$ cat config.mk
export PLATFORM = sky130hd
export DESIGN_NAME = hdx_wire_xcvr
export DESIGN_NICKNAME = d
export VERILOG_FILES = /design/src/rtl/hdx_wire_xcvr_pkg.sv /design/src/rtl/hdx_wire_xcvr_sync_2ff.sv /design/src/rtl/hdx_wire_xcvr.sv
export SDC_FILE = /design/constraint.sdc
export NUM_CORES = 1
export LEC_CHECK = 0
export CAP_MARGIN = 10
export CORE_MARGIN = 3
export CORE_UTILIZATION = 54
export CTS_BUF_LIST = sky130_fd_sc_hd__clkbuf_4 sky130_fd_sc_hd__clkbuf_8 sky130_fd_sc_hd__clkbuf_16
export DETAILED_ROUTE_END_ITERATION = 8
export DONT_BUFFER_PORTS = 1
export GPL_ROUTABILITY_DRIVEN = 0
export HOLD_SLACK_MARGIN = 0.03
export PLACE_DENSITY = 0.71
export RECOVER_POWER = 50
export SLEW_MARGIN = 25
export SYNTH_ARGS = -nofsm -noshare
export SYNTH_HDL_FRONTEND = slang
export SYNTH_SLANG_ARGS = --single-unit
$ cat constraint.sdc
create_clock -name clk -period 1.6 [get_ports clk]
set_input_delay 0.32 -clock clk [delete_from_list [all_inputs] [get_ports clk]]
set_output_delay 0.32 -clock clk [all_outputs]
set_load 0.02 [all_outputs]
$ cat src/rtl/hdx_wire_xcvr_pkg.sv
// Shared types and constants for the half-duplex wire transceiver.
// HDX_PARITY_EN adds an even-parity bit to both directions.
package hdx_pkg;

  localparam int unsigned DATA_BITS  = 8;
  localparam logic        IDLE_LEVEL = 1'b1;

`ifdef HDX_PARITY_EN
  localparam int unsigned PAR_BITS = 1;
`else
  localparam int unsigned PAR_BITS = 0;
`endif

  typedef enum logic [3:0] {
    IDLE,
    TX_START,
    TX_DATA,
`ifdef HDX_PARITY_EN
    TX_PAR,
    RX_PAR,
`endif
    TX_STOP,
    TURN,
    RX_START,
    RX_DATA,
    RX_STOP
  } state_e;

  function automatic logic even_par(input logic [DATA_BITS-1:0] d);
    return ^d;
  endfunction

endpackage

$ cat src/rtl/hdx_wire_xcvr_sync_2ff.sv
// Two-flop synchronizer for the raw pad level; resets to the idle line level.
module sync_2ff
  import hdx_pkg::*;
(
  input  logic clk_i,
  input  logic rst_i,
  input  logic d_i,
  output logic q_o
);

  logic meta_q;
  logic sync_q;

  always_ff @(posedge clk_i or posedge rst_i) begin
    if (rst_i) begin
      meta_q <= IDLE_LEVEL;
      sync_q <= IDLE_LEVEL;
    end else begin
      meta_q <= d_i;
      sync_q <= meta_q;
    end
  end

  assign q_o = sync_q;

endmodule

$ cat src/rtl/hdx_wire_xcvr.sv
// Half-duplex single-wire UART transceiver with line turnaround control.
// Define HDX_PARITY_EN for an even-parity bit after the data bits.
module hdx_wire_xcvr
  import hdx_pkg::*;
#(
  parameter int unsigned CLKS_PER_BIT = 16,
  parameter int unsigned TURN_CYCLES  = 4
) (
  input  logic       clk,
  input  logic       reset,
  input  logic [7:0] tx_byte,
  input  logic       tx_en,
  output logic       tx_busy,
  output logic [7:0] rx_byte,
  output logic       rx_rdy,
  output logic       rx_err,
  output logic       pad_i,
  output logic       pad_t,
  input  logic       pad_o
);

  localparam int unsigned BW  = $clog2(CLKS_PER_BIT);
  localparam int unsigned TW  = (TURN_CYCLES > 1) ? $clog2(TURN_CYCLES) : 1;
  localparam int unsigned TXW = DATA_BITS + PAR_BITS;

  localparam logic [BW-1:0] BAUD_LAST = BW'(CLKS_PER_BIT - 1);
  localparam logic [BW-1:0] HALF_LAST = BW'(CLKS_PER_BIT / 2 - 1);
  localparam logic [TW-1:0] TURN_LAST = TW'(TURN_CYCLES - 1);
  localparam logic [2:0]    BIT_LAST  = 3'(DATA_BITS - 1);

  state_e                 state_q, state_d;
  logic [BW-1:0]          baud_q, baud_d;
  logic [2:0]             bit_q, bit_d;
  logic [TW-1:0]          turn_q, turn_d;
  logic [TXW-1:0]         tx_sh_q, tx_sh_d;
  logic [DATA_BITS-1:0]   rx_sh_q, rx_sh_d;
  logic [7:0]             rx_byte_q, rx_byte_d;
  logic                   rx_rdy_q, rx_rdy_d;
  logic                   rx_err_q, rx_err_d;
  logic                   pad_s;
  logic                   baud_last;
  logic                   par_ok;

  sync_2ff u_sync (
    .clk_i (clk),
    .rst_i (reset),
    .d_i   (pad_o),
    .q_o   (pad_s)
  );

`ifdef HDX_PARITY_EN
  logic rx_par_err_q, rx_par_err_d;
  assign par_ok = ~rx_par_err_q;
`else
  assign par_ok = 1'b1;
`endif

  assign baud_last = (baud_q == BAUD_LAST);

  always_ff @(posedge clk or posedge reset) begin
    if (reset) begin
      state_q   <= IDLE;
      baud_q    <= '0;
      bit_q     <= '0;
      turn_q    <= '0;
      tx_sh_q   <= '0;
      rx_sh_q   <= '0;
      rx_byte_q <= '0;
      rx_rdy_q  <= 1'b0;
      rx_err_q  <= 1'b0;
`ifdef HDX_PARITY_EN
      rx_par_err_q <= 1'b0;
`endif
    end else begin
      state_q   <= state_d;
      baud_q    <= baud_d;
      bit_q     <= bit_d;
      turn_q    <= turn_d;
      tx_sh_q   <= tx_sh_d;
      rx_sh_q   <= rx_sh_d;
      rx_byte_q <= rx_byte_d;
      rx_rdy_q  <= rx_rdy_d;
      rx_err_q  <= rx_err_d;
`ifdef HDX_PARITY_EN
      rx_par_err_q <= rx_par_err_d;
`endif
    end
  end

  always_comb begin
    state_d   = state_q;
    baud_d    = baud_last ? '0 : baud_q + 1'b1;
    bit_d     = bit_q;
    turn_d    = turn_q;
    tx_sh_d   = tx_sh_q;
    rx_sh_d   = rx_sh_q;
    rx_byte_d = rx_byte_q;
    rx_rdy_d  = 1'b0;
    rx_err_d  = 1'b0;
`ifdef HDX_PARITY_EN
    rx_par_err_d = rx_par_err_q;
`endif
    case (state_q)
      IDLE: begin
        baud_d = '0;
        bit_d  = '0;
        turn_d = '0;
        // Transmit wins over a simultaneous falling edge (collision, not received)
        if (tx_en) begin
`ifdef HDX_PARITY_EN
          tx_sh_d = {even_par(tx_byte), tx_byte};
`else
          tx_sh_d = tx_byte;
`endif
          state_d = TX_START;
        end else if (pad_s != IDLE_LEVEL) begin
          state_d = RX_START;
        end
      end
      TX_START: if (baud_last) state_d = TX_DATA;
      TX_DATA: begin
        if (baud_last) begin
          tx_sh_d = tx_sh_q >> 1;
          bit_d   = bit_q + 1'b1;
          if (bit_q == BIT_LAST) begin
`ifdef HDX_PARITY_EN
            state_d = TX_PAR;
`else
            state_d = TX_STOP;
`endif
          end
        end
      end
`ifdef HDX_PARITY_EN
      TX_PAR: if (baud_last) state_d = TX_STOP;
`endif
      TX_STOP: if (baud_last) state_d = TURN;
      TURN: begin
        baud_d = '0;
        turn_d = turn_q + 1'b1;
        if (turn_q == TURN_LAST) begin
          turn_d  = '0;
          state_d = IDLE;
        end
      end
      RX_START: begin
        if (baud_q == HALF_LAST) begin
          baud_d  = '0;
          state_d = pad_s ? IDLE : RX_DATA;
        end
      end
      RX_DATA: begin
        if (baud_last) begin
          rx_sh_d = {pad_s, rx_sh_q[DATA_BITS-1:1]};
          bit_d   = bit_q + 1'b1;
          if (bit_q == BIT_LAST) begin
`ifdef HDX_PARITY_EN
            state_d = RX_PAR;
`else
            state_d = RX_STOP;
`endif
          end
        end
      end
`ifdef HDX_PARITY_EN
      RX_PAR: begin
        if (baud_last) begin
          rx_par_err_d = pad_s ^ even_par(rx_sh_q);
          state_d      = RX_STOP;
        end
      end
`endif
      RX_STOP: begin
        if (baud_last) begin
          if (pad_s && par_ok) begin
            rx_byte_d = rx_sh_q;
            rx_rdy_d  = 1'b1;
          end else begin
            rx_err_d  = 1'b1;
          end
          state_d = IDLE;
        end
      end
      default: state_d = IDLE;
    endcase
  end

  // Pad is driven only while a frame is on the wire; everything else releases it
  always_comb begin
    pad_t = 1'b1;
    pad_i = IDLE_LEVEL;
    case (state_q)
      TX_START: begin
        pad_t = 1'b0;
        pad_i = 1'b0;
      end
      TX_DATA: begin
        pad_t = 1'b0;
        pad_i = tx_sh_q[0];
      end
`ifdef HDX_PARITY_EN
      TX_PAR: begin
        pad_t = 1'b0;
        pad_i = tx_sh_q[0];
      end
`endif
      TX_STOP: begin
        pad_t = 1'b0;
        pad_i = IDLE_LEVEL;
      end
      default: ;
    endcase
  end

  assign tx_busy = (state_q != IDLE);
  assign rx_byte = rx_byte_q;
  assign rx_rdy  = rx_rdy_q;
  assign rx_err  = rx_err_q;

endmodule

==> metrics.md <==
| Metric | Value |
|---|---|
| Largest net degree at the start of global routing | `41` |
| Worst R2R Path Depth | `5` |
| DRC Markers | `0` |
| Synth Area per Inst | `approximately 11 um2` |
| Final setup fails | `18` |
| Yosys top cell area share | `approximately 52%` |
| Worst-case hold slack | `approximately 0.098 ns` |
| P_leak | `approximately 1.2 nW` |
| Crit. Startpoint | `state_q[0]$_DFFE_PP0P_` |
| Multi-input gate area | `880 um2` |
| Core Region | `~3100 um2` |
| VDD IR max | `0.986 mV` |
| Synth area leaders | `dfrtp_1 (52%), mux2_2 (12%), a21oi_1 (3.6%), dfstp_2 (2.9%), inv_1 (2.9%)` |
| Pre-Repair DR Iteration Count | `4` |
| Hold_sp | `tx_byte[7]` |
| CTS tree | `built` |
| Synthesis Warnings | `0` |
| Failing checks | `negative setup slack` |
| Power density cells | `around 1500 nW/um2` |
| Critical Path Sink Type | `primary output` |
| Routed WL | `slightly below 4000 um` |
| Hold Vio Cnt, Final | `0` |
| Pre-CTS setup slack | `-0.115 ns` |
| Relative slew slack | `a little under two fifths` |
| DR iter-0 viols | `85` |
| Design Area, Final | `~2400 um2` |
| Post-DP Area | `1990 um2` |
| Antenna violations before repair | `0` |
| Final period util | `105%` |
| Cell row count | `20` |
| Outcome | `finished with violations` |
| Setup total negative slack | `-0.685 ns` |
| I/O pin count | `25` |
| FMAX | `about 600 MHz` |
| Fillers | `around 210` |
| Final setup margin | `-0.0773 ns` |
| First-pass GRT wire length | `roughly 6300 um` |
| Worst skew pair latency | `~0.36 ns` |
| Sequential share of the synthesized area | `55.4%` |
| CP required | `approximately 1.3 ns` |
| Asr flop ratio synth | `between 90% and 100%` |
| Clk_skew | `0.0103 ns` |
| H-tree levels | `2` |
| Crit path DAT | `1.36 ns` |
| HP Class | `input port to flop` |
| RSZ-0062 raised after global routing | `true` |
| Netlist cell types | `35` |
| Bufs on Longest Clock Path | `2` |
| Diode count | `0` |
| RR Endpoint | `rx_sh_q[0]$_DFFE_PP0P_` |
| Die height | `~64 um` |
| Main synth FF type | `dfrtp_1` |
| Starting Density | `between 50 and 60%` |
| R2R Path Start | `baud_q[1]$_DFF_PP0_` |
| Crit path time final | `about 1.7 ns` |
| WHS Path Cells | `2` |
| Routed len/inst | `around 16 um` |
| Vias in the first global route | `roughly 1,300` |
| Mapped Nets | `between 150 and 200` |
| Most common library cells after synthesis | `dfrtp_1 (38), mux2_2 (19), inv_1 (14)` |
| TritonCTS Sinks | `40` |
| Most frequent cell after synthesis | `dfrtp_1` |
| Root buffer selected by CTS | `clkbuf_4` |
| DR vias/cell | `approximately 5.5` |
| Layout cells sized above 1 | `around 42%` |
| Reg clk slew, reported paths | `0.12 ns` |
| Vias | `between 1,000 and 1,500` |
| Max-slew violations | `0` |
| CP max FO | `5` |
| Cells after synthesis | `between 150 and 200` |
| Post-synthesis cell area | `roughly 1800 um2` |
| Register area | `1000 um2` |
| Die Wd | `~64 um` |
| Total grt overflow | `0` |
| GR Util All Layers | `19.8%` |
| Post-synth EDFFs | `0` |
| Leading area contributor after synthesis | `dfrtp_1` |
| Hold endpoint | `tx_sh_q[7]$_DFFE_PP0P_` |
| Routed Antenna Nets | `0` |
| CTS Buf Count | `5` |
| Post-layout net count | `around 210` |
| Area grow syn2layout | `30.0%` |
| R2R setup slack | `-0.05 ns` |
| Slew @ Worst Pin | `approximately 0.95 ns` |
| FF+latch count, synth | `40` |
| Hpwl dp | `about 2300 um` |
| Crit start category | `flop` |
| Input/output buffers | `0` |
| Die area | `4090 um2` |
| Total of max-cap violations | `0` |
| Critical path class | `flop to primary output` |
[cell families after synthesis]
family | after synthesis | share of synthesized area, %
adder cells (fa/ha/maj) | 4 | 2.76
AND/OR/NAND/NOR | 38 | 12.6
buffers and inverters | 21 | 5.04
AO/OA/AOI/OAI | 37 | 11.9
multiplexers | 19 | 11.8
XOR/XNOR | 1 | 0.484
flip-flops | 40 | 55.4
[worst max-delay path: stages, from the launching register on]
cell and delay, ns:
dfrtp_2 0.46, nor2b_2 0.18, o21bai_1 0.19, buf_4 0.18
[what timing repair did]
item                                   CTS  global route
hold buffers                             2             0
setup endpoints to repair               19            29
cloned                                   1             0
resized for setup                       23            19
setup buffers                            5             7
endpoints found under the hold margin   39             0
pin swaps                                4             7
[cell type report]
| type | instances | area share [%] |
|---|---|---|
| timing repair buffer | 34 | 11.6 |
| sequential | 40 | 42.7 |
| clock buffer | 6 | 2.18 |
| inverter | 14 | 2.23 |
| multi-input combinational | 100 | 37.4 |
| tap | 44 | 2.34 |
| clock inverter | 2 | 1.65 |
[worst max path at each step]
stage / end / slack, ns / cells after the start
after floorplan: rx_sh_q[0]$_DFFE_PP0P_ / -0.05 / 6
after global placement: rx_sh_q[5]$_DFFE_PP0P_ / -0.05 / 5
after detailed placement: rx_sh_q[5]$_DFFE_PP0P_ / -0.12 / 5
after CTS: pad_i / -0.12 / 4
after global routing: pad_t / -0.16 / 4
final: pad_i / -0.08 / 3
[per-stage QoR]
stage | total power [mW] | util, % | instances
after floorplan | 2.11 | - | 160
after detailed placement | 2.47 | 63.6 | 217
final | 3.63 | 75.3 | 240
after global routing | 3.87 | 75.3 | 240
after CTS | 3.36 | 71.2 | 233
after global placement | 2.42 | 63.6 | 217
[sequential cells by signal, indices dropped and copies added, names as in the netlist]
name / flops
rx_err: 1
tx_sh_q: 8
u_sync.meta_q: 1
u_sync.q_o: 1
baud_q: 4
rx_byte: 8
turn_q: 2
rx_rdy: 1
bit_q: 3
rx_sh_q: 8
state_q: 3
[cell usage in the layout, fill, tap and decap left out, drive strengths merged, types with 4 or more instances in the layout]
cell,count
o21ai,8
dfrtp,38
ha,4
nand2,10
nor2,7
buf,31
o22ai,8
mux2,19
nand3,7
inv,14
clkbuf,7
a21oi,13
[report_power, final]
| part | switching (mW) | internal, mW |
|---|---|---|
| Sequential | 0.163 | 1.22 |
| Clock | 0.342 | 0.374 |
| Combinational | 0.760 | 0.765 |
| Total | 1.27 | 2.36 |
[metal layers]
| layer | global-route usage, % | vias up | share of wire, % |
|---|---|---|---|
| met3 | 6.15 | 8 | 4.2 |
| li1 | - | 631 | - |
| met2 | 32.9 | 30 | 50 |
| met5 | 0 | - | 0 |
| met4 | 5.66 | 0 | 1.7 |
| met1 | 24.7 | 656 | 44 |
Note: power is estimated with default switching activity, not from simulation.
